===== src/rtl/alu_cmd_sequencer_if.sv =====
// Command, ALU and response signals of alu_cmd_sequencer.
// The sequencer uses the slave modport; the command source, ALU and consumer use master.
interface alu_cmd_sequencer_if;
  logic       cmd_valid;
  logic       cmd_ready;
  logic [1:0] cmd_opcode;
  logic [1:0] cmd_a;
  logic [1:0] cmd_b;
  logic [1:0] alu_opcode;
  logic [1:0] alu_a;
  logic [1:0] alu_b;
  logic [1:0] alu_result;
  logic       rsp_valid;
  logic       rsp_ready;
  logic [1:0] rsp_result;
  logic [1:0] rsp_opcode;

  modport slave (
    input  cmd_valid, cmd_opcode, cmd_a, cmd_b, alu_result, rsp_ready,
    output cmd_ready, alu_opcode, alu_a, alu_b, rsp_valid, rsp_result, rsp_opcode
  );

  modport master (
    output cmd_valid, cmd_opcode, cmd_a, cmd_b, alu_result, rsp_ready,
    input  cmd_ready, alu_opcode, alu_a, alu_b, rsp_valid, rsp_result, rsp_opcode
  );
endinterface


===== src/rtl/alu_cmd_sequencer.sv =====
// Queues ALU commands in a FIFO, feeds the head entry to an external combinational
// ALU and registers the result into a single-entry response slot.
module alu_cmd_sequencer #(
  parameter int unsigned DEPTH = 4
) (
  input  logic                     clk,
  input  logic                     rst_n,
  alu_cmd_sequencer_if.slave       bus,
  output logic [$clog2(DEPTH):0]   count
);
  localparam int unsigned AW = $clog2(DEPTH);
  localparam logic [AW:0] FULL_CNT = (AW+1)'(DEPTH);

  typedef enum logic [1:0] {IDLE, RUN, STALL} state_t;

  state_t        state_q, state_d;
  logic [5:0]    mem [DEPTH];
  logic [AW-1:0] wr_ptr, rd_ptr;
  logic [5:0]    head;
  logic          full, empty, push, pop, slot_free;
  logic          rsp_valid;
  logic [1:0]    rsp_result, rsp_opcode;

  assign full      = (count == FULL_CNT);
  assign empty     = (count == '0);
  assign slot_free = !rsp_valid || bus.rsp_ready;
  assign push      = bus.cmd_valid && !full;
  assign pop       = !empty && slot_free;
  assign head      = mem[rd_ptr];

  assign bus.cmd_ready  = !full;
  assign bus.alu_opcode = empty ? '0 : head[5:4];
  assign bus.alu_a      = empty ? '0 : head[3:2];
  assign bus.alu_b      = empty ? '0 : head[1:0];
  assign bus.rsp_valid  = rsp_valid;
  assign bus.rsp_result = rsp_result;
  assign bus.rsp_opcode = rsp_opcode;

  // Storage is not reset; pointers and count alone define the valid entries.
  always_ff @(posedge clk) begin
    if (rst_n && push) mem[wr_ptr] <= {bus.cmd_opcode, bus.cmd_a, bus.cmd_b};
  end

  always_ff @(posedge clk) begin
    if (!rst_n) begin
      wr_ptr <= '0;
      rd_ptr <= '0;
      count  <= '0;
    end else begin
      if (push) wr_ptr <= wr_ptr + AW'(1);
      if (pop)  rd_ptr <= rd_ptr + AW'(1);
      case ({push, pop})
        2'b10:   count <= count + (AW+1)'(1);
        2'b01:   count <= count - (AW+1)'(1);
        default: count <= count;
      endcase
    end
  end

  always_ff @(posedge clk) begin
    if (!rst_n) begin
      rsp_valid  <= 1'b0;
      rsp_result <= '0;
      rsp_opcode <= '0;
    end else if (pop) begin
      rsp_valid  <= 1'b1;
      rsp_result <= bus.alu_result;
      rsp_opcode <= head[5:4];
    end else if (rsp_valid && bus.rsp_ready) begin
      rsp_valid  <= 1'b0;
    end
  end

  always_ff @(posedge clk) begin
    if (!rst_n) state_q <= IDLE;
    else        state_q <= state_d;
  end

  always_comb begin
    state_d = state_q;
    case (state_q)
      IDLE:    if (push) state_d = RUN;
      RUN: begin
        if (rsp_valid && !bus.rsp_ready && !empty)
          state_d = STALL;
        else if (empty && !push && slot_free)
          state_d = IDLE;
      end
      STALL:   if (bus.rsp_ready) state_d = RUN;
      default: state_d = IDLE;
    endcase
  end
endmodule


===== src/flat_wrapper.sv =====
// flat-port wrapper written by rule: the top's interface ports become plain ports
module alu_cmd_sequencer_flat 
#(
  parameter int unsigned DEPTH = 4
)
  (clk, rst_n, count, bus_cmd_valid, bus_cmd_opcode, bus_cmd_a, bus_cmd_b, bus_alu_result, bus_rsp_ready, bus_cmd_ready, bus_alu_opcode, bus_alu_a, bus_alu_b, bus_rsp_valid, bus_rsp_result, bus_rsp_opcode);
  alu_cmd_sequencer_if bus_i ();
  input  logic clk;
  input  logic rst_n;
  output logic [$clog2(DEPTH):0] count;
  input wire logic [$bits(bus_i.cmd_valid)-1:0] bus_cmd_valid;
  input wire logic [$bits(bus_i.cmd_opcode)-1:0] bus_cmd_opcode;
  input wire logic [$bits(bus_i.cmd_a)-1:0] bus_cmd_a;
  input wire logic [$bits(bus_i.cmd_b)-1:0] bus_cmd_b;
  input wire logic [$bits(bus_i.alu_result)-1:0] bus_alu_result;
  input wire logic [$bits(bus_i.rsp_ready)-1:0] bus_rsp_ready;
  output wire logic [$bits(bus_i.cmd_ready)-1:0] bus_cmd_ready;
  output wire logic [$bits(bus_i.alu_opcode)-1:0] bus_alu_opcode;
  output wire logic [$bits(bus_i.alu_a)-1:0] bus_alu_a;
  output wire logic [$bits(bus_i.alu_b)-1:0] bus_alu_b;
  output wire logic [$bits(bus_i.rsp_valid)-1:0] bus_rsp_valid;
  output wire logic [$bits(bus_i.rsp_result)-1:0] bus_rsp_result;
  output wire logic [$bits(bus_i.rsp_opcode)-1:0] bus_rsp_opcode;
  assign bus_i.cmd_valid = bus_cmd_valid;
  assign bus_i.cmd_opcode = bus_cmd_opcode;
  assign bus_i.cmd_a = bus_cmd_a;
  assign bus_i.cmd_b = bus_cmd_b;
  assign bus_i.alu_result = bus_alu_result;
  assign bus_i.rsp_ready = bus_rsp_ready;
  assign bus_cmd_ready = bus_i.cmd_ready;
  assign bus_alu_opcode = bus_i.alu_opcode;
  assign bus_alu_a = bus_i.alu_a;
  assign bus_alu_b = bus_i.alu_b;
  assign bus_rsp_valid = bus_i.rsp_valid;
  assign bus_rsp_result = bus_i.rsp_result;
  assign bus_rsp_opcode = bus_i.rsp_opcode;
  alu_cmd_sequencer #(.DEPTH(DEPTH)) u_core (.clk(clk), .rst_n(rst_n), .bus(bus_i), .count(count));
endmodule

===== config.mk =====
export PLATFORM = sky130hd
export DESIGN_NAME = alu_cmd_sequencer_flat
export DESIGN_NICKNAME = d
export VERILOG_FILES = /design/src/rtl/alu_cmd_sequencer_if.sv /design/src/rtl/alu_cmd_sequencer.sv /design/src/flat_wrapper.sv
export SDC_FILE = /design/constraint.sdc
export NUM_CORES = 1
export LEC_CHECK = 0
export BUFFER_PORTS_ARGS = -buffer_cell sky130_fd_sc_hd__clkbuf_2
export CAP_MARGIN = 20
export CORE_AREA = 5 5 63 65
export DETAILED_ROUTE_END_ITERATION = 7
export DIE_AREA = 0 0 68 70
export PLACE_DENSITY = 0.82
export SETUP_SLACK_MARGIN = 0.02
export SLEW_MARGIN = 20
export SYNTH_ARGS = -nofsm -noshare
export SYNTH_HDL_FRONTEND = slang
export SYNTH_SLANG_ARGS = --single-unit

===== constraint.sdc =====
create_clock -name clk -period 2.3 [get_ports clk]
set_clock_uncertainty 0.1 [all_clocks]
set_input_delay 0.46 -clock clk [delete_from_list [all_inputs] [get_ports clk]]
set_output_delay 0.46 -clock clk [all_outputs]
set_load 0.02 [all_outputs]

==> run summary, run 1 <==
* **count of state elements after synthesis** 38
* **ports placed on the boundary** 27
* **fill cell count** 255
* **Final TNS setup** 0 ns
* **maximum root-to-sink buffer count** 2
* **post-route clock period utilization** 100%
* **final standard cell utilization of the core** 58.5%
* **GRT Resource Usage Total** 13.9%
* **Antenna Violating Nets Remaining** 0
* **vias in the first global route** 1047
* **Worst EP required** 2.47 ns
* **Post-Syn Area** 1580 um^2
* **detailed-route DRC error count** 0
* **r2r setup slk** 0.0005 ns
* **HPWL after DPL** 2090 um
* **number of DRC markers after the initial detailed-route iteration** 40
* **sequential fraction of the synthesis area** 63.5%
* **cell types with the largest area share after synthesis** sky130_fd_sc_hd__edfxtp_1 46%, sky130_fd_sc_hd__dfxtp_1 18%, sky130_fd_sc_hd__mux4_2 8.6%
* **die extent in y** 70 um
* **number of cells in the design after placement** 184
* **CP Buf/Inv Count** 2
* **number of antenna violations at the first check in global routing** 0
* **number of cells on the critical path** 9
* **area of the core** 3280 um^2
* **unrepaired setup endpoints after global routing** yes
* **proportion of netlist area held by the largest area contributor** 45.7%
* **clock latency on the worst-skew pair** 0.33 ns
* **clock transition at the registers of the reported paths** 0.11 ns
* **Mapped Cells** 114
* **Synth cell types** 27
* **start point of the critical path** u_core.count[1]
* **Max Clock Freq** 0.435 GHz
* **global-route wire length before repair** 4830 um
* **via count normalized by instance count** 5.25
* **clock net sink count** 38
* **number of max-cap violations** 0
* **Reg2Reg Depth** 9
* **maximum number of pins on one net before global-route repair** 13
* **remaining max-slew budget at the tightest pin** 72.0%
* **worst setup path class** flop to flop
* **Most Frequent Cell on Critical Path** sky130_fd_sc_hd__inv_2
* **PortBufs** 26
* **footprint of the multi-input gates** 564 um^2
* **die area** 4760 um^2
* **slowest library cell on the worst path** sky130_fd_sc_hd__or3b_4
* **gpl congestion** 0.838
* **total vias in the final route** 1034
* **Synth area leader** sky130_fd_sc_hd__edfxtp_1
* **endpoint of the most critical register-to-register path** u_core.count[2]
* **synthesized area per cell** 13.8 um^2
* **iteration count of the initial detailed-routing pass** 5
* **worst hold slack** 0.240 ns
* **launch point of the worst reg-to-reg path** u_core.count[1]
* **number of antenna repair diodes** 0
* **Slowest Stage Delay on Critical Path** 0.40 ns
* **Critical Path Source Type** flop
* **Primary FF master, synth** sky130_fd_sc_hd__edfxtp_1
* **number of hold violations in the final report** 0
* **final setup violating endpoints** 0
* **total gr overflow** 0
* **run status** completed
* **Max FO, Critical Path** 3
* **TritonCTS clock tree** yes
* **layout cell share with drive strength beyond 1** 39.7%
* **Final Total Pwr** 2.41 mW
* **actual transition at the worst max-transition pin** 0.418 ns
* **Area growth syn-to-layout** 21.9%
* **buffer type at the clock tree root** sky130_fd_sc_hd__clkbuf_4
* **leading cell types by count after synthesis** 24 x sky130_fd_sc_hd__edfxtp_1, 14 x sky130_fd_sc_hd__dfxtp_1, 10 x sky130_fd_sc_hd__a21oi_1, 7 x sky130_fd_sc_hd__inv_1, 7 x sky130_fd_sc_hd__nand3_1
* **detail-routed net length per standard cell** 15.4 um
* **post-route minimum period** 2.30 ns
* **final net count** 168
* **cells along the critical path** or3b_4 -> and2_4 -> inv_2 -> ha_4 -> inv_2 -> fa_2 -> xor2_2 -> or3_4 -> a21oi_2
* **hold_buf cts** 0
* **placed cell area** 1770 um^2
* **number of rows in the core area** 21
* **number of clock buffers inserted by TritonCTS** 5
* **count of H-tree levels built during CTS** 2
* **Max IR drop VDD** 508 uV
* **final setup slack of the worst path** 0.000539 ns
* **worst slack at placement** -0.0773 ns
* **Design Area, Final** 1920 um^2
* **area taken by flip-flops and latches** 1020 um^2
* **Synth Net Count** 132
* **Pwr Density** 1250 nW/um^2
* **most instantiated library cell after synthesis** sky130_fd_sc_hd__edfxtp_1
* **routed wire length** 3040 um
* **family of cells with the greatest summed delay on the critical path** simple AND/OR/NAND/NOR gates
* **die width** 68 um
* **non-filler instance count after layout** 197
* **initial core utilization** 48.0%
* **end point of the critical path** u_core.count[2]
* **leakage power of the design** 0.746 nW
* **EDFF count, synth** 24
* **class of the tightest hold or removal check** primary input to flop
* **final slew viol count** 0
* **kind of capture point of the worst setup path** flop
* **Crit path arrival time** 2.47 ns
* **Ys Warns** 0
* **fraction of registers with async set/reset** 0%
[what timing repair did]
| item | CTS | global route |
|---|---|---|
| setup buffers | 4 | 1 |
| cloned | 0 | 0 |
| resized for setup | 6 | 4 |
| pin swaps | 5 | 5 |
| endpoints found under the setup margin | 7 | 7 |
[routing by layer]
| metal | vias to the layer above | GRT usage, % | wire (um) |
|---|---|---|---|
| li1 | 489 | - | - |
| met1 | 502 | 14.9 | 1140 |
| met2 | 33 | 23.1 | 1640 |
| met3 | 10 | 5.13 | 151 |
| met4 | 0 | 7.51 | 103 |
| met5 | - | 0 | 0 |
[final cells by class]
type                    count  share of cell area, %
repair buffers             33                   9.51
clock inverters             1                   1.56
well taps                  46                   2.99
flip-flops and latches     38                   52.9
clock buffers               7                   2.34
multi-input cells          65                   29.4
inverters                   7                   1.37
[where the power goes]
group | switching [mW] | total [mW] | leakage (nW) | internal [mW]
combinational | 0.560 | 1.03 | 0.371 | 0.471
clock | 0.206 | 0.437 | 0.0395 | 0.231
sequential | 0.0873 | 0.938 | 0.336 | 0.851
[state kept, by name (all words and copies together), names as in the netlist, named ones only]
signal	cells
u_core.wr_ptr	2
u_core.bus.rsp_result	2
u_core.bus.rsp_opcode	2
u_core.rd_ptr	2
u_core.count	3
u_core.bus.rsp_valid	1
u_core.mem	24
[cell families (layout without fill, tap and decap cells)]
group | Yosys count | count (layout) | share of synthesized area, %
mux | 7 | 7 | 9.21
simple gates | 31 | 31 | 11.2
buf+inv | 11 | 48 | 3.17
fa+ha+maj | 6 | 6 | 5.24
xor+xnor | 2 | 2 | 1.11
compound gates | 19 | 19 | 6.59
flops | 38 | 38 | 63.5
[placed cells by master, fill, tap and decap left out, drive strengths merged, types with 2 or more instances in the layout]
cell,synthesis,final
a21oi,11,11
buf,2,7
xor2,2,2
nor2,4,4
and2,7,7
inv,7,7
edfxtp,24,24
a21o,2,2
ha,5,5
dfxtp,14,14
o21ai,6,6
mux4,6,6
nand3,7,7
clkbuf,2,33
or3,3,3
nand2b,2,2
and3,4,4
[worst min path at each step]
| stage | start | to | slack, ns | depth (start not counted) |
|---|---|---|---|---|
| floorplan | u_core.rd_ptr[1] | flop | 0.35 | 2 |
| global placement | u_core.rd_ptr[1] | flop | 0.36 | 2 |
| detailed placement | u_core.bus.rsp_result[1] | u_core.bus.rsp_result[1] | 0.37 | 2 |
| CTS | bus_cmd_a[1] | u_core.mem[2][3] | 0.23 | 1 |
| global route | bus_cmd_opcode[1] | u_core.mem[3][5] | 0.22 | 1 |
| finish | bus_cmd_a[1] | u_core.mem[2][3] | 0.24 | 1 |
No activity file was read; power rests on OpenSTA's default activity.
==> run 2, diff against run 1 <==
--- a/config.mk
+++ b/config.mk
@@ -7,10 +7,11 @@
 export LEC_CHECK = 0
 export BUFFER_PORTS_ARGS = -buffer_cell sky130_fd_sc_hd__clkbuf_2
 export CAP_MARGIN = 20
-export CORE_AREA = 5 5 63 65
+export CORE_AREA = 2 2 60 62
 export DETAILED_ROUTE_END_ITERATION = 7
-export DIE_AREA = 0 0 68 70
+export DIE_AREA = 0 0 62 64
 export PLACE_DENSITY = 0.82
+export REMOVE_ABC_BUFFERS = 1
 export SETUP_SLACK_MARGIN = 0.02
 export SLEW_MARGIN = 20
 export SYNTH_ARGS = -nofsm -noshare
==> run summary, run 2 (synthesized netlist as in run 1, its figures left out) <==
* **layout cell share with drive strength beyond 1** 39.0%
* **ports placed on the boundary** 27
* **number of DRC markers after the initial detailed-route iteration** 37
* **fill cell count** 258
* **die width** 62 um
* **Reg2Reg Depth** 9
* **actual transition at the worst max-transition pin** 0.402 ns
* **Crit path arrival time** 2.46 ns
* **Antenna Violating Nets Remaining** 0
* **number of cells in the design after placement** 188
* **iteration count of the initial detailed-routing pass** 4
* **Critical Path Source Type** flop
* **final net count** 171
* **clock latency on the worst-skew pair** 0.33 ns
* **Worst Hold Launch** bus_cmd_opcode[1]
* **launch point of the worst reg-to-reg path** u_core.count[0]
* **die extent in y** 64 um
* **number of max-cap violations** 0
* **highest-count cells in the layout ignoring fill and taps** 26 x sky130_fd_sc_hd__clkbuf_2, 24 x sky130_fd_sc_hd__edfxtp_1, 11 x sky130_fd_sc_hd__dfxtp_1, 10 x sky130_fd_sc_hd__buf_4, 9 x sky130_fd_sc_hd__a21oi_1
* **number of hold violations in the final report** 0
* **count of H-tree levels built during CTS** 2
* **PortBufs** 26
* **class of the tightest hold or removal check** primary input to flop
* **Area growth syn-to-layout** 20.8%
* **r2r setup slk** 0.002 ns
* **Top Registers** u_core.mem: 24 flops, u_core.count: 3 flops
* **start point of the critical path** u_core.count[0]
* **clock transition at the registers of the reported paths** 0.11 ns
* **worst setup path class** flop to flop
* **final setup slack of the worst path** 0.00163 ns
* **total vias in the final route** 1028
* **vias in the first global route** 1076
* **number of clock buffers inserted by TritonCTS** 5
* **TritonCTS clock tree** yes
* **number of antenna repair diodes** 0
* **leading cell type in the layout, fill and taps excluded** sky130_fd_sc_hd__clkbuf_2
* **initial core utilization** 48.0%
* **total gr overflow** 0
* **detailed-route DRC error count** 0
* **detail-routed net length per standard cell** 14.6 um
* **worst hold path endpoint** u_core.mem[0][5]
* **die area** 3970 um^2
* **remaining max-slew budget at the tightest pin** 73.1%
* **run status** completed
* **kind of capture point of the worst setup path** flop
* **routed wire length** 2910 um
* **maximum root-to-sink buffer count** 2
* **Biggest register** u_core.mem
* **number of antenna violations at the first check in global routing** 0
* **non-filler instance count after layout** 200
* **gpl congestion** 0.703
* **global-route wire length before repair** 4660 um
* **final setup violating endpoints** 0
* **maximum number of pins on one net before global-route repair** 13
* **post-route minimum period** 2.30 ns
* **worst slack at placement** -0.0200 ns
* **Max Clock Freq** 0.435 GHz
* **GRT Resource Usage Total** 16.7%
* **final standard cell utilization of the core** 58.0%
* **Worst EP required** 2.46 ns
* **unrepaired setup endpoints after global routing** yes
* **leakage power of the design** 0.746 nW
* **final slew viol count** 0
* **area of the core** 3280 um^2
* **number of rows in the core area** 21
* **Max IR drop VDD** 450 uV
* **via count normalized by instance count** 5.14
* **buffer type at the clock tree root** sky130_fd_sc_hd__clkbuf_4
* **endpoint of the most critical register-to-register path** u_core.count[2]
* **Max FO, Critical Path** 2
* **Worst Hold Depth** 1
* **clock net sink count** 38
* **post-route clock period utilization** 99.9%
* **HPWL after DPL** 2090 um
* **Largest register FFs** 24
* **Pwr Density** 1200 nW/um^2
run 2: worst max-delay path by stage:
stage / to / slack, ns / cells past startpoint
2_1_floorplan: u_core.count[2] / -0.27 / 9
3_3_place_gp: u_core.count[2] / 0.06 / 9
3_5_place_dp: u_core.count[2] / -0.02 / 9
4_1_cts: u_core.count[2] / 0.03 / 9
5_1_grt: u_core.count[2] / -0.08 / 9
6_report: u_core.count[2] / 0.002 / 9
run 2: routing by layer:
layer / vias up / track usage (%) / part of all wire (%)
met3: 6 / 3.64 / 3.6
met2: 23 / 28.9 / 57
met4: 0 / 10.4 / 2.2
met5: - / 0 / 0
met1: 507 / 17.3 / 37
li1: 492 / - / -
run 2: per-stage QoR:
stage          TNS (ns)  area, um^2  total power [mW]  hold slack [ns]
2_1_floorplan    -0.320        1550              1.53            0.349
3_3_place_gp          0        1790              1.81            0.360
3_5_place_dp    -0.0200        1790              1.86            0.381
4_1_cts               0        1870              2.23            0.241
5_1_grt         -0.0760        1900              2.46            0.225
6_report              0        1900              2.29            0.253
run 2: power by group:
part	internal [mW]	leakage [nW]	switching, mW
Clock	0.122	0.0265	0.194
Combinational	0.486	0.386	0.559
Sequential	0.843	0.334	0.0843
Total	1.45	0.746	0.837
run 2: timing repair:
item | 4_1_cts | 5_1_grt
hold endpoints to repair | 0 | 0
resized for setup | 7 | 6
gates cloned | 0 | 0
hold buffers | 0 | 0
pin swaps | 1 | 4
setup buffers | 2 | 2
endpoints found under the setup margin | 7 | 4
run 2: layout make-up:
cell class / instances / area [um^2] / share of cell area, %
inverters: 7 / 26.3 / 1.38
flip-flops and latches: 38 / 1010 / 52.9
multi-input cells: 65 / 559 / 29.4
well taps: 46 / 57.6 / 3.02
repair buffers: 36 / 205 / 10.8
clock buffers: 8 / 48.8 / 2.56
run 2: critical path: stages (launching register included):
cell and delay [ns]:
sky130_fd_sc_hd__dfxtp_2 0.34, sky130_fd_sc_hd__or3b_4 0.39, sky130_fd_sc_hd__and2_4 0.15, sky130_fd_sc_hd__inv_2 0.06, sky130_fd_sc_hd__ha_4 0.13, sky130_fd_sc_hd__inv_2 0.04
sky130_fd_sc_hd__fa_2 0.37, sky130_fd_sc_hd__xor2_2 0.16, sky130_fd_sc_hd__or3_1 0.36, sky130_fd_sc_hd__a21oi_2 0.14
